==> src/rtl/inout_pkg.sv <==
// Shared constants, state encoding and pair-unpack helper for the in/out index ROM sequencer.
package inout_pkg;

  localparam int NUM_ENTRIES = 128;
  localparam int ADDR_W      = 9;
  localparam int IDX_W       = 8;
  localparam int DATA_W      = 2 * IDX_W;

  localparam logic [ADDR_W-1:0] ENTRIES_A = ADDR_W'(NUM_ENTRIES);
  localparam logic [ADDR_W-1:0] LAST_A    = ADDR_W'(NUM_ENTRIES - 1);

  typedef logic [1:0] state_t;
  localparam state_t IDLE  = 2'd0;
  localparam state_t RUN   = 2'd1;
  localparam state_t DRAIN = 2'd2;
  localparam state_t DONE  = 2'd3;

  typedef struct packed {
    logic [IDX_W-1:0] a;
    logic [IDX_W-1:0] b;
  } idx_pair_t;

  // ROM word layout is {idx_a, idx_b}.
  function automatic idx_pair_t unpack_pair(input logic [DATA_W-1:0] word);
    idx_pair_t p;
    p.a = word[DATA_W-1:IDX_W];
    p.b = word[IDX_W-1:0];
    return p;
  endfunction

endpackage

==> src/rtl/inout_skid2.sv <==
// Two-entry synchronous FIFO that catches ROM words already read out while downstream stalls.
module inout_skid2
  import inout_pkg::*;
(
  input  logic              clk,
  input  logic              rst,
  input  logic              push,
  input  logic [DATA_W-1:0] push_data,
  input  logic              pop,
  output logic [1:0]        count,
  output logic [DATA_W-1:0] head
);

  logic [DATA_W-1:0] mem0;
  logic [DATA_W-1:0] mem1;
  logic [1:0]        cnt;

  assign count = cnt;
  assign head  = mem0;

  // mem0 is always the head; a pop shifts mem1 forward.
  always_ff @(posedge clk) begin
    if (rst) begin
      cnt  <= 2'd0;
      mem0 <= '0;
      mem1 <= '0;
    end else begin
      case ({push, pop})
        2'b10: begin
          if (cnt == 2'd0) mem0 <= push_data;
          else             mem1 <= push_data;
          if (cnt != 2'd2) cnt <= cnt + 2'd1;
        end
        2'b01: begin
          mem0 <= mem1;
          cnt  <= cnt - 2'd1;
        end
        2'b11: begin
          if (cnt == 2'd2) begin
            mem0 <= mem1;
            mem1 <= push_data;
          end else begin
            mem0 <= push_data;
          end
        end
        default: ;
      endcase
    end
  end

  always_ff @(posedge clk) begin
    if (!rst) begin
      assert (!(push && !pop && cnt == 2'd2));
    end
  end

endmodule

==> src/rtl/inout_seq_ctrl.sv <==
// Walks the 128-entry index ROM forward or backward and streams unpacked index pairs downstream.
module inout_seq_ctrl
  import inout_pkg::*;
(
  input  logic              clk,
  input  logic              rst,
  input  logic              start,
  input  logic              mode,
  output logic              busy,
  output logic              done,
  output logic [ADDR_W-1:0] rom_addr,
  input  logic [DATA_W-1:0] rom_data,
  output logic              idx_valid,
  input  logic              idx_ready,
  output logic [IDX_W-1:0]  idx_a,
  output logic [IDX_W-1:0]  idx_b,
  output logic              idx_last,
  output state_t            state_dbg
);

  // Handshake: a pair transfers in any cycle with idx_valid & idx_ready; while
  // idx_valid is high and idx_ready low, idx_a/idx_b/idx_last hold unchanged.

  state_t            state;
  logic              mode_q;
  logic [ADDR_W-1:0] issue_cnt;
  logic [ADDR_W-1:0] pair_cnt;
  logic              inflight;
  logic [1:0]        fifo_count;
  logic [DATA_W-1:0] fifo_head;
  logic              pop;
  logic              issue;
  logic              drain_empty;
  logic [2:0]        occupancy;
  idx_pair_t         head_pair;

  inout_skid2 u_fifo (
    .clk       (clk),
    .rst       (rst),
    .push      (inflight),
    .push_data (rom_data),
    .pop       (pop),
    .count     (fifo_count),
    .head      (fifo_head)
  );

  assign idx_valid = (fifo_count != 2'd0);
  assign pop       = idx_valid & idx_ready;
  assign head_pair = unpack_pair(fifo_head);
  assign idx_a     = idx_valid ? head_pair.a : '0;
  assign idx_b     = idx_valid ? head_pair.b : '0;
  assign idx_last  = idx_valid && (pair_cnt == LAST_A);
  assign busy      = (state != IDLE);
  assign done      = (state == DONE);
  assign state_dbg = state;

  // A word is requested only if a FIFO slot is guaranteed when it lands,
  // since the ROM has no enable and cannot hold its output.
  always_comb begin
    occupancy = 3'(fifo_count) + 3'(inflight) - 3'(pop);
    issue     = (state == RUN) && (issue_cnt != ENTRIES_A) && (occupancy < 3'd2);
  end

  // Leave DRAIN as the final pair pops so done follows it directly.
  assign drain_empty = !inflight &&
                       ((fifo_count == 2'd0) || ((fifo_count == 2'd1) && pop));

  always_ff @(posedge clk) begin
    if (rst) begin
      state     <= IDLE;
      mode_q    <= 1'b0;
      rom_addr  <= '0;
      issue_cnt <= '0;
      pair_cnt  <= '0;
      inflight  <= 1'b0;
    end else begin
      inflight <= issue;
      if (pop) pair_cnt <= pair_cnt + ADDR_W'(1);
      if (issue) begin
        issue_cnt <= issue_cnt + ADDR_W'(1);
        // Hold on the final address so the counter stays inside 0..127.
        if (issue_cnt != LAST_A) begin
          rom_addr <= mode_q ? rom_addr - ADDR_W'(1) : rom_addr + ADDR_W'(1);
        end
      end
      case (state)
        IDLE: begin
          if (start) begin
            mode_q    <= mode;
            rom_addr  <= mode ? LAST_A : '0;
            issue_cnt <= '0;
            pair_cnt  <= '0;
            state     <= RUN;
          end
        end
        RUN: begin
          if (issue_cnt == ENTRIES_A) state <= DRAIN;
        end
        DRAIN: begin
          if (drain_empty) state <= DONE;
        end
        DONE: begin
          state <= IDLE;
        end
        default: state <= IDLE;
      endcase
    end
  end

endmodule

==> config.mk <==
export PLATFORM = sky130hd
export DESIGN_NAME = inout_seq_ctrl
export DESIGN_NICKNAME = d
export VERILOG_FILES = /design/src/rtl/inout_pkg.sv /design/src/rtl/inout_skid2.sv /design/src/rtl/inout_seq_ctrl.sv
export SDC_FILE = /design/constraint.sdc
export NUM_CORES = 1
export LEC_CHECK = 0
export ABC_AREA = 1
export CORE_AREA = 2 2 93 95
export DETAILED_ROUTE_END_ITERATION = 12
export DIE_AREA = 0 0 95 97
export PLACE_DENSITY = 0.77
export SYNTH_ARGS = -nofsm -noshare
export SYNTH_HDL_FRONTEND = slang
export SYNTH_SLANG_ARGS = --single-unit
export TNS_END_PERCENT = 50
==> constraint.sdc <==
create_clock -name clk -period 8.36 [get_ports clk]
set_clock_uncertainty 0.2 [all_clocks]
set_input_delay 0.836 -clock clk [delete_from_list [all_inputs] [get_ports clk]]
set_output_delay 0.836 -clock clk [all_outputs]
set_load 0.005 [all_outputs]
==> impl_metrics.json <==
{
  "status": "finished, final reports clean",
  "peakVddDrop_uv": 166,
  "max_cap_viol_count": 0,
  "synth_nets": 539,
  "ctsHoldBuffers": 0,
  "h-tree-depth": 3,
  "grt_pass1_wl_mm": 13.1,
  "cts_resized": 0,
  "final_common_cell": "nand2_1",
  "drc": 0,
  "ant_nets": 0,
  "die_h_um": 97,
  "vias": 3255,
  "clockBufferDepth": 2,
  "grt_pass1_vias": 3052,
  "drtIter0Drc": 121,
  "cp_max_fo": 20,
  "p_sw_share_pct": 40.3,
  "dpl.hpwl_mm": 5.53,
  "timing.setup.tns_ns": 0,
  "slew_viol_final": 0,
  "yosys.area.top_type": "dfxtp_1",
  "synth_top_area_share_pct": 36.5,
  "cts_buffers": 9,
  "row_count": 33,
  "clock-sinks": 65,
  "synth_warnings": 0,
  "grt-ovfl-total": 0,
  "synth_top_family_by_area": "simple AND/OR/NAND/NOR gates",
  "port_buffers": 51,
  "setup_viol": 0,
  "min_period_over_period_pct": 45.0,
  "clkLatencyLatePin_ns": 0.34,
  "synthXorXnorAreaFrac_pct": 1.47,
  "drive_above_1_share_pct": 8.41,
  "synth_area_um2": 3570,
  "max_freq_mhz": 266,
  "layout_common_cells": "81 x nand2_1, 70 x nor2_1, 68 x inv_1",
  "die_area_um2": 9220,
  "syn_inst": 498,
  "dieWidth_um": 95,
  "path_class": "flop to flop",
  "synth_compound_area_share_pct": 14.2,
  "p_leak_nw": 1.87,
  "p_int_uw": 791,
  "postCtsSetupRepairBufs": 0,
  "firstDrtPassIters": 4,
  "slew-limit-headroom_pct": 37.9,
  "worstPathArrival_ns": 3.79,
  "grt_setup_unrepaired": "no",
  "antenna_cells": 0,
  "path_clk_slew_ns": 0.07,
  "postSynthAreaPerCell_um2": 7.16,
  "ctsRootBufferMaster": "clkbuf_8",
  "finalHoldViolations": 0,
  "clkPwrFrac_pct": 21.3,
  "cts_tree": "built",
  "netlist_top_cells_area": "dfxtp_1 36%, nand2_1 8.5%, nor2_1 7.4%",
  "start_util_pct": 43.8,
  "hold_class": "flop to flop",
  "tightest_slew_ns": 0.929,
  "switchingPower_uw": 534,
  "worstSetupStartpointType": "flop",
  "final.fill_count": 752,
  "end_kind": "flop",
  "post-route-min-period_ns": 3.76,
  "gp_congestion": 0.854,
  "synth_seq_area_share_pct": 36.5,
  "synth_seq_cells": 65,
  "antenna_found_initial": 0,
  "io_pins": 52,
  "synth_cell_types": 37,
  "final_nets": 583,
  "power_frac_comb_pct": 44.8,
  "synth.mux.area_fraction_pct": 3.37,
  "routed_wl_mm": 7.70,
  "fin_total_pwr_mw": 1.33,
  "grt_max_degree": 37,
  "powerDensity_nw_per_um2": 307,
  "cp_data_required_time_ns": 8.39,
  "routed_via_density": 4.99,
  "area.growth.synth_to_final_pct": 21.3,
  "grt.total_usage_pct": 17.5,
  "synth_simple_gate_area_share_pct": 26.7,
  "fp.coreArea_um2": 8130,
  "wire_per_inst_um": 11.8,
  "synth_fa_ha_area_share_pct": 7.44,
  "pwr-share-seq_pct": 33.8
}
-- synth_stat cells --
cell	number
or2_2	2
ha_1	18
a21oi_2	1
xnor2_1	1
nor3_4	1
buf_1	2
fa_1	2
nand3_2	3
nor2_1	70
o21ai_1	4
buf_2	7
o21ai_0	49
nor3_1	5
dfxtp_1	65
buf_6	2
nand2_2	4
nand4_1	3
nand2_4	1
a21oi_1	39
inv_2	4
o21a_1	1
nor3b_1	1
nor2_2	5
mux2i_1	12
inv_1	68
o21ai_2	2
and3_1	1
nand3_4	1
o21bai_2	1
clkbuf_1	5
nor2_4	4
nand2_1	81
nand4_2	1
nor4_1	1
nand3_1	24
xor2_1	5
buf_4	2
-- layout make-up --
cell class	instances	area, um2	share of cell area (%)
multi-input cells	343	1900	43.8
flip-flops and latches	65	1300	30.1
repair buffers	51	510	11.8
inverters	72	270	6.25
clock buffers	12	165	3.82
well taps	105	131	3.04
clock inverters	4	50.0	1.16
-- worst paths after layout --
| kind | start | to | slack, ns | cells after the start |
|---|---|---|---|---|
| max | u_fifo.count[1] | rom_addr[7] | 4.60 | 15 |
| min | u_fifo.mem1[4] | u_fifo.mem1[4] | 0.29 | 2 |
| max reg2reg | u_fifo.count[1] | rom_addr[7] | 4.60 | 15 |
| min reg2reg | u_fifo.mem1[4] | u_fifo.mem1[4] | 0.29 | 2 |
-- through the flow --
stage	area, um2	utilization (%)	hold slack (ns)	instances	setup slack [ns]
6_report	4320	53.2	0.285	652	4.60
4_1_cts	4320	53.2	0.288	652	4.58
3_5_place_dp	4110	50.5	0.271	636	4.53
3_3_place_gp	4110	50.5	0.263	636	4.64
2_1_floorplan	3570	-	0.254	498	5.55
5_1_grt	4320	53.2	0.312	652	4.24
-- per-layer routing --
layer	vias to the layer above	share of wire (%)	GRT usage (%)
li1	1677	-	-
met1	1491	45	21.1
met2	78	49	29.7
met3	9	4.3	3.35
met4	0	1.4	7.69
met5	-	0	0
-- sequential cells by signal, indices dropped and copies added (netlist names) --
signal        flops
issue_cnt         9
pair_cnt          9
u_fifo.mem1      16
inflight          1
mode_q            1
u_fifo.head      16
rom_addr          9
u_fifo.count      2
state_dbg         2
-- cell families after synthesis --
kind of cell               after synthesis
DFF                                     65
and+or+nand+nor                        208
AOI/OAI and AO/OA                       97
xor gates and xnor gates                 6
adders and majority gates               20
muxes                                   12
buffers and inverters                   90
-- power by group through the flow --
stage                     Combinational (mW)  Clock, mW  Sequential [mW]
final                                  0.594      0.283            0.448
after global routing                   0.674      0.302            0.457
after CTS                              0.598      0.288            0.447
after detailed placement               0.594          0            0.453
after global placement                 0.573          0            0.450
after floorplan                        0.431          0            0.441
-- worst max-delay path: stages, from the launching register on --
cell	delay (ns)
dfxtp_1	0.38
inv_1	0.10
ha_1	0.68
inv_2	0.11
nand2_2	0.22
inv_1	0.13
nor2_1	0.09
o21ai_0	0.10
fa_1	0.51
nand2_1	0.06
nor2_2	0.12
nand3_4	0.18
nor2_4	0.37
inv_1	0.17
nor2_1	0.16
a21oi_2	0.06
No activity file was read; power rests on OpenSTA's default activity.
